===== src/rtl/uart_pkg.sv =====
// uart_pkg: encodings and helpers shared by the UART transmitter, receiver
// and APB register block.
// Optional feature macro used by uart_tx: UART_TX_BREAK_EN.
package uart_pkg;

  // Transmit FSM states, one per field of the serial frame
  typedef enum logic [2:0] {
    IDLE   = 3'd0,
    START  = 3'd1,
    DATA   = 3'd2,
    PARITY = 3'd3,
    STOP   = 3'd4
  } uart_tx_state_e;

  // LCR word-length select encodings
  localparam logic [1:0] WLS_5 = 2'b00;
  localparam logic [1:0] WLS_6 = 2'b01;
  localparam logic [1:0] WLS_7 = 2'b10;
  localparam logic [1:0] WLS_8 = 2'b11;

  // LCR parity-select encodings
  localparam logic [1:0] PS_EVEN  = 2'b00;
  localparam logic [1:0] PS_ODD   = 2'b01;
  localparam logic [1:0] PS_MARK  = 2'b10;
  localparam logic [1:0] PS_SPACE = 2'b11;

  // Index of the last data bit for a word length: N-1 = 4 + wls
  function automatic logic [2:0] last_bit_idx(input logic [1:0] wls);
    return 3'd4 + {1'b0, wls};
  endfunction

  // Keep only the bits that belong to the configured word length
  function automatic logic [7:0] word_mask(input logic [1:0] wls);
    logic [7:0] m;
    m = 8'hFF;
    case (wls)
      WLS_5:   m = 8'h1F;
      WLS_6:   m = 8'h3F;
      WLS_7:   m = 8'h7F;
      default: m = 8'hFF;
    endcase
    return m;
  endfunction

  // Parity bit for the active data bits under the selected parity mode
  function automatic logic calc_parity(input logic [7:0] data,
                                       input logic [1:0] wls,
                                       input logic [1:0] ps);
    logic p;
    p = ^(data & word_mask(wls));
    case (ps)
      PS_EVEN:  return p;
      PS_ODD:   return ~p;
      PS_MARK:  return 1'b1;
      default:  return 1'b0;
    endcase
  endfunction

endpackage


===== src/rtl/uart_baud_cnt.sv =====
// uart_baud_cnt: bit-period counter. Counts 0..div_i while enabled and
// pulses bit_end_o on the last cycle of each period, then wraps to 0.
// Cleared on reset and whenever a new frame is accepted, so every frame
// starts its first bit period with a full count.
module uart_baud_cnt #(
  parameter int DIV_WIDTH = 16
) (
  input  logic                 clk_i,
  input  logic                 rst_i,
  input  logic                 clr_i,
  input  logic                 en_i,
  input  logic [DIV_WIDTH-1:0] div_i,
  output logic                 bit_end_o
);

  logic [DIV_WIDTH-1:0] cnt_reg;

  assign bit_end_o = en_i && (cnt_reg == div_i);

  // Free-running period counter, wrapping on the final cycle of each bit
  always_ff @(posedge clk_i) begin
    if (rst_i || clr_i) begin
      cnt_reg <= '0;
    end else if (en_i) begin
      if (bit_end_o) begin
        cnt_reg <= '0;
      end else begin
        cnt_reg <= cnt_reg + 1'b1;
      end
    end
  end

endmodule


===== src/rtl/uart_tx.sv =====
// uart_tx: UART frame serializer fed from the TX FIFO by valid/ready.
// Frame: start, 5..8 data bits LSB first, optional parity, 1 or 2 stop bits.
// All frame configuration is captured at the handshake, so register
// writes during a frame only affect the next one.
// Optional feature macro: UART_TX_BREAK_EN adds break_i, which holds the
// line low while the transmitter is idle.
module uart_tx #(
  parameter int DIV_WIDTH = 16
) (
  input  logic                 clk_i,
  input  logic                 rst_i,
  input  logic [DIV_WIDTH-1:0] div_i,
  input  logic [1:0]           wls_i,
  input  logic                 stb_i,
  input  logic                 pen_i,
  input  logic [1:0]           ps_i,
  input  logic [7:0]           data_i,
  input  logic                 valid_i,
`ifdef UART_TX_BREAK_EN
  input  logic                 break_i,
`endif
  output logic                 ready_o,
  output logic                 tx_o
);

  import uart_pkg::*;

  uart_tx_state_e       state_reg;
  logic                 tx_reg;
  logic                 ready_reg;
  logic [7:0]           shift_reg;
  logic [DIV_WIDTH-1:0] div_reg;
  logic [2:0]           last_idx_reg;
  logic [2:0]           bit_idx_reg;
  logic                 stb_reg;
  logic                 pen_reg;
  logic                 par_reg;
  logic                 stop_idx_reg;

  logic accept;
  logic bit_end;
  logic break_req;

  assign accept  = valid_i && ready_reg;
  assign ready_o = ready_reg;
  assign tx_o    = tx_reg;

`ifdef UART_TX_BREAK_EN
  assign break_req = break_i;
`else
  assign break_req = 1'b0;
`endif

  uart_baud_cnt #(
    .DIV_WIDTH (DIV_WIDTH)
  ) u_baud_cnt (
    .clk_i     (clk_i),
    .rst_i     (rst_i),
    .clr_i     (accept),
    .en_i      (state_reg != IDLE),
    .div_i     (div_reg),
    .bit_end_o (bit_end)
  );

  // Frame sequencer: captures config on accept, steps one field per bit period
  always_ff @(posedge clk_i) begin
    if (rst_i) begin
      state_reg    <= IDLE;
      tx_reg       <= 1'b1;
      ready_reg    <= 1'b1;
      shift_reg    <= '0;
      div_reg      <= '0;
      last_idx_reg <= '0;
      bit_idx_reg  <= '0;
      stb_reg      <= 1'b0;
      pen_reg      <= 1'b0;
      par_reg      <= 1'b0;
      stop_idx_reg <= 1'b0;
    end else begin
      case (state_reg)
        IDLE: begin
          if (accept) begin
            state_reg    <= START;
            tx_reg       <= 1'b0;
            ready_reg    <= 1'b0;
            shift_reg    <= data_i;
            div_reg      <= div_i;
            last_idx_reg <= last_bit_idx(wls_i);
            bit_idx_reg  <= '0;
            stb_reg      <= stb_i;
            pen_reg      <= pen_i;
            par_reg      <= calc_parity(data_i, wls_i, ps_i);
            stop_idx_reg <= 1'b0;
          end else begin
            // Break holds the line at space and withholds ready
            tx_reg    <= ~break_req;
            ready_reg <= ~break_req;
          end
        end

        START: begin
          if (bit_end) begin
            state_reg   <= DATA;
            tx_reg      <= shift_reg[0];
            bit_idx_reg <= '0;
          end
        end

        DATA: begin
          if (bit_end) begin
            if (bit_idx_reg == last_idx_reg) begin
              if (pen_reg) begin
                state_reg <= PARITY;
                tx_reg    <= par_reg;
              end else begin
                state_reg    <= STOP;
                tx_reg       <= 1'b1;
                stop_idx_reg <= 1'b0;
              end
            end else begin
              bit_idx_reg <= bit_idx_reg + 1'b1;
              shift_reg   <= {1'b0, shift_reg[7:1]};
              tx_reg      <= shift_reg[1];
            end
          end
        end

        PARITY: begin
          if (bit_end) begin
            state_reg    <= STOP;
            tx_reg       <= 1'b1;
            stop_idx_reg <= 1'b0;
          end
        end

        STOP: begin
          if (bit_end) begin
            if (stop_idx_reg == stb_reg) begin
              state_reg <= IDLE;
              tx_reg    <= 1'b1;
              ready_reg <= 1'b1;
            end else begin
              stop_idx_reg <= 1'b1;
            end
          end
        end

        default: begin
          state_reg <= IDLE;
          tx_reg    <= 1'b1;
          ready_reg <= 1'b1;
        end
      endcase
    end
  end

endmodule

===== config.mk =====
export PLATFORM = sky130hd
export DESIGN_NAME = uart_tx
export DESIGN_NICKNAME = d
export VERILOG_FILES = /design/src/rtl/uart_pkg.sv /design/src/rtl/uart_baud_cnt.sv /design/src/rtl/uart_tx.sv
export SDC_FILE = /design/constraint.sdc
export NUM_CORES = 1
export LEC_CHECK = 0
export CORE_UTILIZATION = 45
export CTS_CLUSTER_DIAMETER = 80
export DETAILED_ROUTE_END_ITERATION = 7
export PLACE_DENSITY = 0.64
export SETUP_SLACK_MARGIN = 0.5
export SYNTH_ARGS = -nofsm -noshare
export SYNTH_HDL_FRONTEND = slang
export SYNTH_SLANG_ARGS = --single-unit

===== constraint.sdc =====
create_clock -name clk_i -period 4.1 [get_ports clk_i]
set_clock_uncertainty 0.1 [all_clocks]
set_input_delay 0.41 -clock clk_i [delete_from_list [all_inputs] [get_ports clk_i]]
set_output_delay 0.41 -clock clk_i [all_outputs]
set_load 0.005 [all_outputs]

# Yosys cells after proc, flatten, opt, wreduce, memory -nomap -nowiden
# Index checks and enable logic that the tools add are counted.
word_totals:
  out_inout_bits: 2
  elab_cells: 100
  regBits: 55
  input_bits: 33
classes:
  add_sub_neg: 3
  n_mux: 42
  n_eq_ne: 21
  bitwise_logic: 3
  n_reduce_logical: 19
op_table:
  columns: ["op", "n"]
  rows:
  - ["2-to-1 mux 8 bit", 6]
  - ["2-to-1 mux 3 bit", 12]
  - ["one-hot mux 8 bit (3 select lines)", 1]
  - ["inequality test 2 bit (second input constant)", 9]
  - ["adder 16 x 1 -> 16 bit (second input constant)", 1]
  - ["equality test 16 bit", 1]
  - ["2-to-1 mux 16 bit", 1]
  - ["one-hot mux 8 bit (2 select lines)", 1]
  - ["2-to-1 mux 1 bit", 15]
  - ["one-hot mux 3 bit (5 select lines)", 1]
  - ["AND reduction 5 bit", 2]
  - ["one-hot mux 3 bit (3 select lines)", 1]
  - ["bitwise AND 8 bit", 1]
  - ["AND reduction 8 bit", 1]
  - ["XOR reduction 8 bit", 1]
  - ["AND reduction 7 bit", 1]
  - ["equality test 3 x 2 -> 1 bit (second input constant)", 2]
  - ["one-hot mux 1 bit (3 select lines)", 2]
  - ["nonzero test 3 bit", 2]
  - ["one-hot mux 1 bit (5 select lines)", 1]
  - ["equality test 2 x 1 -> 1 bit (second input constant)", 2]
  - ["equality test 2 bit (second input constant)", 2]
  - ["logical NOT 2 bit", 2]
  - ["one-hot mux 1 bit (4 select lines)", 1]
  - ["other kinds (17)", 19]

# Longest topological paths before layout
# Gate-level depths: netlist (run 1).
logic_depth:
  depth_word: 9
  depth_mapped: 8
  ltp_nobuf: 6

# Cells and area by module
# Synthesis (run 1) repeated with hierarchy kept, for this count alone.
hier_totals:
  hier_cells: 343
  hier_area_um2: 2917.8
modules_own_cells:
  columns: ["mod", "area_each_um2", "instances", "seq_area_each_um2", "cells_each"]
  rows:
  - ["uart_tx", 1889.3, 1, 780.7, 230]
  - ["uart_baud_cnt", 1028.5, 1, 320.3, 113]

# Worst setup path after synthesis (run 1)
# OpenSTA, ideal clock, no wires.
synth_path:
  kind: "register -> register"
  start: "reg u_baud_cnt.cnt_reg[10]"
  end: "reg state_reg[1]"
  path_slack_ns: 2.204
  n_path_buf: 0
  t_arrival_ns: 1.680
  t_required_ns: 3.884
  period_less_slack_ns: 1.896
  stages_incl_launch_ff: 7
  setup_ns: 0.116
  path_cell_list: "dfxtp_1 xor2_1 nor4_1 nand3_1 or2_4 a32o_1 a31o_1"
synth_between:
  elab_chain_len: 4
  word_cells_on_any_way: 7
  cone_classes: "5 x eq/ne; 2 x reduce/logical"
synth_rtl:
  columns: ["item", "line_no", "text"]
  rows:
  - ["start, declared", "uart_baud_cnt.sv:16", "logic [DIV_WIDTH-1:0] cnt_reg;"]
  - ["start signal, assigned", "uart_baud_cnt.sv:28", "cnt_reg <= cnt_reg + 1'b1;"]
  - ["equality test 16 bit *", "uart_baud_cnt.sv:18", "assign bit_end_o = en_i && (cnt_reg == div_i);"]
  - ["logical AND 1 bit *", "uart_baud_cnt.sv:18", null]
  - ["inequality test 2 bit (no line)", null, null]
  - ["AND reduction 7 bit (no line) *", null, null]
  - ["end signal, assigned", "uart_tx.sv:68", "state_reg <= IDLE;"]
  - ["end signal, assigned", "uart_tx.sv:83", "state_reg <= START;"]
  - ["end signal, assigned", "uart_tx.sv:103", "state_reg <= DATA;"]
  - ["end, declared", "uart_tx.sv:28", "uart_tx_state_e state_reg;"]
# Mark *: on every way between the ends. The rest lies on a longest branch, timed or not.
# A chain may end at the register's enable or synchronous reset.

# Worst setup path in the final report (run 1)
layout_path:
  start: "reg state_reg[1]"
  end: "reg shift_reg[6]"
layout_between:
  elab_chain_len: 4
  word_cells_on_any_way: 10
  cone_classes: "4 x eq/ne; 1 x mux; 5 x reduce/logical"
layout_rtl:
  columns: ["item", "line_no", "text"]
  rows:
  - ["nonzero test 3 bit", "uart_tx.sv:60", ".en_i (state_reg != IDLE),"]
  - ["logical AND 1 bit", "uart_baud_cnt.sv:18", null]
  - ["inequality test 2 bit (no line)", null, null]
  - ["AND reduction 4 bit (no line)", null, null]
  - ["end signal, assigned", "uart_tx.sv:86", "shift_reg <= data_i;"]
  - ["end signal, assigned", "uart_tx.sv:122", "shift_reg <= {1'b0, shift_reg[7:1]};"]
  - ["end, declared", "uart_tx.sv:31", "logic [7:0] shift_reg;"]
# Several ways; a longest one is shown, not always the timed one.

==> results of run 1 <==
cell families after synthesis:
kind of cell,synth area share (%)
and+or+nand+nor,24.8
AOI/OAI and AO/OA,15.4
DFF,39.7
xor gates and xnor gates,12.8
buffers and inverters,4.24
muxes,2.16
adders and majority gates,0.901
power by group:
group	total [uW]	switching, uW	internal (uW)	leakage (uW)
combinational	443	253	190	0.000807
sequential	661	56.5	604	0.000449
clock	317	193	124	0.0000461
cell type report:
type / instances / share of cell area, %
Multi-Input combinational cell: 260 / 48.1
Sequential cell: 55 / 34.0
Timing Repair Buffer: 36 / 11.0
Tap cell: 75 / 2.90
Clock buffer: 5 / 2.13
Inverter: 10 / 1.16
Clock inverter: 3 / 0.734
per-layer routing:
layer	up-vias	part of all wire (%)
met5	-	0
met4	0	1.1
met3	6	3.8
met2	46	44
met1	1075	51
li1	1223	-
cells in the final DEF (no fill, tap or decap), types with 2 or more instances in the layout:
cell	Yosys	layout
nand2b_1	4	4
nor3_1	5	5
ha_1	2	2
o21a_1	2	2
mux2i_1	6	6
nand4_1	4	4
o32ai_1	2	2
clkbuf_8	0	5
o21ai_0	14	14
nand3_1	7	7
and2_1	2	2
and4_1	3	3
clkdlybuf4s50_1	0	34
nor2b_1	3	3
and3_1	6	6
xnor2_1	10	10
a211oi_1	11	11
inv_1	10	10
nor4_1	2	2
xor2_1	28	28
dfxtp_1	55	55
or3_1	3	3
a31oi_1	3	3
buf_4	1	2
a21oi_1	22	22
nand2_1	68	68
nor2_1	31	31
worst reg2reg max path: cells and delay by family (launching register included):
family | cells | cell delay [ns]
flops | 1 | 0.50
compound gates | 3 | 0.75
simple gates | 2 | 1.02
synthesized netlist by cell type (6+ instances only):
cell	count	area, um2
xnor2_1	10	87.6
and3_1	6	37.5
nand3_1	7	35.0
nand2_1	68	255
mux2i_1	6	60.1
inv_1	10	37.5
o21ai_0	14	70.1
a21oi_1	22	110
xor2_1	28	245
nor2_1	31	116
a211oi_1	11	82.6
dfxtp_1	55	1100
clkbuf_1	14	52.6
stage by stage:
step	total power (uW)	cells	setup slack, ns	area [um2]	hold slack, ns
after floorplan	990	344	2.20	2780	0.331
after global placement	1110	436	1.56	3150	0.343
after detailed placement	1110	436	1.49	3150	0.351
after CTS	1430	444	1.56	3240	0.370
after global routing	1520	444	1.34	3240	0.386
final	1420	444	1.61	3240	0.364
path summary, 6_finish.rpt:
| kind | start | endpoint | slack, ns | cells after the start |
|---|---|---|---|---|
| max | state_reg[1]$_SDFFE_PP0P_ | shift_reg[6]$_SDFFE_PP0P_ | 1.61 | 5 |
| min | shift_reg[3]$_SDFFE_PP0P_ | shift_reg[3]$_SDFFE_PP0P_ | 0.36 | 2 |
| max reg2reg | state_reg[1]$_SDFFE_PP0P_ | shift_reg[6]$_SDFFE_PP0P_ | 1.61 | 5 |
| min reg2reg | shift_reg[3]$_SDFFE_PP0P_ | shift_reg[3]$_SDFFE_PP0P_ | 0.36 | 2 |
==> results.json, run 1 <==
{
  "synth_area_um2": 2780,
  "synthesis.nets": 379,
  "cp.required_ns": 4.20,
  "ys_types": 49,
  "crit_buf_inv": 0,
  "crit_fanout": 22,
  "critPathArrivalTime_ns": 2.59,
  "cts_tree": "built",
  "grt_usage_pct": 21.1,
  "firstDrtPassIters": 4,
  "cts_sinks": 55,
  "finalSetupTns_ns": 0,
  "cp_top_family": "simple AND/OR/NAND/NOR gates",
  "worstSetupStartpointType": "flop",
  "path_class": "flop to flop",
  "cts_setup_buffers": 0,
  "grtUsageMet1_pct": 29.9,
  "fp.dieH_um": 80.6,
  "worstPathCellList": "nor3_1 > nand2_1 > o21a_2 > a211oi_1 > a211oi_1",
  "clk-insertion-delay-late_ns": 0.32,
  "power.static_leakage_uw": 0.00130,
  "ant_nets": 0,
  "grt_max_degree": 41,
  "gp_congestion": 0.855,
  "dpl.hpwl_mm": 4.41,
  "dieArea_um2": 6490,
  "post-route-min-period_ns": 2.49,
  "fmax_mhz": 401,
  "slowest_stage": "nand2_1",
  "finalSetupViolations": 0,
  "num-nets-final": 403,
  "powerDensity_nw_per_um2": 439,
  "peakVddDrop_mv": 0.176,
  "yosysSeqAreaShare_pct": 39.7,
  "antenna_found_initial": 0,
  "grt_pass1_wl_mm": 10.4,
  "first_global_vias": 2110,
  "cts.htree.levels": 2,
  "io_buffers": 34,
  "maxCapViolations": 0,
  "holdBufCountCts": 0,
  "end_kind": "flop",
  "via_per_inst": 5.29,
  "use_met2_pct": 31.9,
  "regArea_um2": 1100,
  "drtIter0Drc": 143,
  "drcViolationCount": 0,
  "hp-class": "flop to flop",
  "cpPeakStageDelay_ns": 0.56,
  "busiest_layer": "met2",
  "worst_pin_slew_ns": 0.752,
  "synthFlopType": "dfxtp_1",
  "crit_top_cell": "a211oi_1",
  "utilization_pct": 54.7,
  "num_antenna_cells": 0,
  "cts_buffers": 5,
  "pin_count": 35,
  "multi_input_area_um2": 1560,
  "yosys_warnings": 0,
  "finalHoldViolCount": 0,
  "vias": 2350,
  "nFillCells": 549,
  "start_util_pct": 46.9,
  "area_growth_pct": 16.6,
  "syn_inst": 344,
  "status": "completed",
  "ys_async_sr_fraction_pct": 0,
  "coreArea_um2": 5920,
  "drive_gt1_share_pct": 4.34,
  "synth_edf_count": 0,
  "route.detailed.wl_per_inst_um": 13.8,
  "chipWidth_um": 80.6,
  "clk_path_buf_depth": 2,
  "final_max_slew_viol_count": 0,
  "placement_rows": 28,
  "clk_pin_slew_ns": 0.10,
  "ctsResizeCount": 0,
  "wl_mm": 6.13,
  "syn-mean-instance-area_um2": 8.07,
  "use_met3_pct": 4.43,
  "grt_remaining_overflow": 0,
  "cts-root-buf": "clkbuf_8",
  "ys_ff_latch": 55,
  "fin_crit_sh_pct": 60.8,
  "slew_headroom_pct": 49.7,
  "rsz0062_at_grt": "false"
}
No activity file was read; power rests on OpenSTA's default activity.
==> run 2, diff against run 1 <==
- clock period: 4.1 -> 2.34 ns (I/O delays scaled with it)
==> run 2 against run 1 <==
Routed wire length rose by 20%. Largest power group unchanged. Critical path depth rose by 1. First-iteration DRC count fell by 22%.
==> results.json, run 2 (synthesized netlist as in run 1, its figures left out) <==
{
  "pre_cts_ws_ns": 0.0901,
  "total_power_uw": 2890,
  "worst_pin_slew_ns": 0.487,
  "final_area_um2": 3730,
  "p_clk_share_pct": 19.6,
  "drtIter0Drc": 111,
  "sequentialPowerShare_pct": 40.4,
  "wl_mm": 7.35,
  "clk_pin_slew_ns": 0.11,
  "regArea_um2": 1120,
  "crit_buf_inv": 0,
  "crit_fanout": 5,
  "fp.dieH_um": 80.6,
  "drive_gt1_share_pct": 20.0,
  "dieArea_um2": 6490,
  "cpPeakStageDelay_ns": 0.53,
  "dpl.hpwl_mm": 4.72,
  "grt_pass1_wl_mm": 11.5,
  "firstDrtPassIters": 4,
  "slowest_stage": "or4_4",
  "worstPathCellList": "xor2_4 > nor4_4 > nand2_2 > or4_4 > a211oi_2 > a31o_1",
  "end_kind": "flop",
  "multi_input_area_um2": 1760,
  "critPathArrivalTime_ns": 2.19,
  "antenna_found_initial": 0,
  "maxCapViolations": 0,
  "cp_top_family": "simple AND/OR/NAND/NOR gates",
  "fmax_mhz": 493,
  "placement_rows": 28,
  "coreArea_um2": 5920,
  "fin_crit_sh_pct": 86.7,
  "power.static_leakage_uw": 0.00152,
  "holdBufCountCts": 0,
  "cts_sinks": 55,
  "final_max_slew_viol_count": 0,
  "clk-insertion-delay-late_ns": 0.32,
  "drcViolationCount": 0,
  "cp.required_ns": 2.50,
  "via_per_inst": 5.41,
  "setup_ws_ns": 0.312,
  "ant_nets": 0,
  "finalSetupTns_ns": 0,
  "worstSetupStartpointType": "flop",
  "cts-root-buf": "clkbuf_8",
  "finalHoldViolCount": 0,
  "pin_count": 35,
  "worst_hold_slack_ns": 0.140,
  "switching_share_pct": 36.5,
  "clk_path_buf_depth": 2,
  "path_class": "flop to flop",
  "io_buffers": 34,
  "slew_headroom_pct": 67.5,
  "rsz0062_at_grt": "true",
  "chipWidth_um": 80.6,
  "final_cell_mix": "67 x nand2_1, 43 x dfxtp_1, 30 x clkdlybuf4s50_1",
  "hp-class": "primary input to flop",
  "post-route-min-period_ns": 2.03,
  "p_sw_uw": 1060,
  "cts_buffers": 5,
  "nFillCells": 522,
  "route.detailed.wl_per_inst_um": 15.6,
  "gp_congestion": 0.874,
  "place_area_um2": 3260,
  "first_global_vias": 2393,
  "grt_remaining_overflow": 0,
  "status": "completed",
  "cts_tree": "built",
  "peakVddDrop_mv": 0.394,
  "grt_usage_pct": 23.6,
  "area_growth_pct": 34.2,
  "grt_max_degree": 29,
  "intPower_uw": 1840,
  "cts.htree.levels": 2,
  "num-nets-final": 429,
  "p_comb_share_pct": 40.0,
  "layout_commonest_cell": "nand2_1",
  "vias": 2545,
  "finalSetupViolations": 0,
  "num_antenna_cells": 0,
  "powerDensity_nw_per_um2": 776,
  "start_util_pct": 46.9
}
run 2: changes by cell type in the layout (fill, tap and decap cells not counted), moves of 5 or more:
cell,previous run,this run
o21ai_1,0,6
dfxtp_2,0,9
buf_4,2,19
a211oi_1,11,5
nor2_1,31,26
dfxtp_1,55,43
o21ai_0,14,8
buf_6,0,5
a211oi_2,1,7
run 2: layout make-up:
cell class / count / share of cell area, %
Clock buffer: 5 / 1.85
Clock inverter: 3 / 0.739
Inverter: 10 / 1.01
Multi-Input combinational cell: 261 / 47.3
Sequential cell: 55 / 30.1
Tap cell: 75 / 2.52
Timing Repair Buffer: 61 / 16.5
run 2: worst paths after layout:
check             depth (start not counted)  slack, ns                      endpoint                               start
hold reg to reg                           2       0.37          par_reg$_SDFFE_PP0P_                par_reg$_SDFFE_PP0P_
hold / removal                            3       0.14  last_idx_reg[0]$_SDFFE_PP0P_                            wls_i[0]
setup reg to reg                          6       0.31     state_reg[1]$_SDFFE_PP0P_  u_baud_cnt.cnt_reg[1]$_SDFFE_PP0P_
setup / recovery                          6       0.31     state_reg[1]$_SDFFE_PP0P_  u_baud_cnt.cnt_reg[1]$_SDFFE_PP0P_
run 2: stage by stage:
step	utilization (%)	std cells
floorplan	-	344
global placement	55.1	447
detailed placement	55.1	447
CTS	59.9	464
global route	63.0	470
finish	63.0	470
run 2: per-layer routing:
layer / up-vias / GRT usage [%] / wire length, um
met3: 12 / 3.86 / 295
li1: 1278 / - / -
met2: 56 / 38.4 / 3490
met1: 1199 / 31.4 / 3440
met5: - / 0 / 0
met4: 0 / 8.21 / 124
run 2: tightest hold or removal path, stage by stage:
cell	delay, ns
dlymetal6s2s_1	0.15
nand2_1	0.07
a21oi_1	0.06
run 2: timing repair:
item,in CTS,in global routing
gates resized for setup,32,32
setup buffers,7,5
gates cloned,2,1
setup endpoints to repair,32,33
pin swaps,21,17
run 2: power groups by stage:
stage	Combinational, uW	Clock (uW)	Sequential [uW]
2_1_floorplan	601	0	1140
3_3_place_gp	860	0	1180
3_5_place_dp	868	0	1180
4_1_cts	1020	580	1160
5_1_grt	1250	618	1190
6_report	1160	567	1170
==> run 3, diff against run 2 <==
- CORE_MARGIN: default -> 1
==> results of run 3 <==
The final DEF is identical to that of run 2; final timing and power are the same.
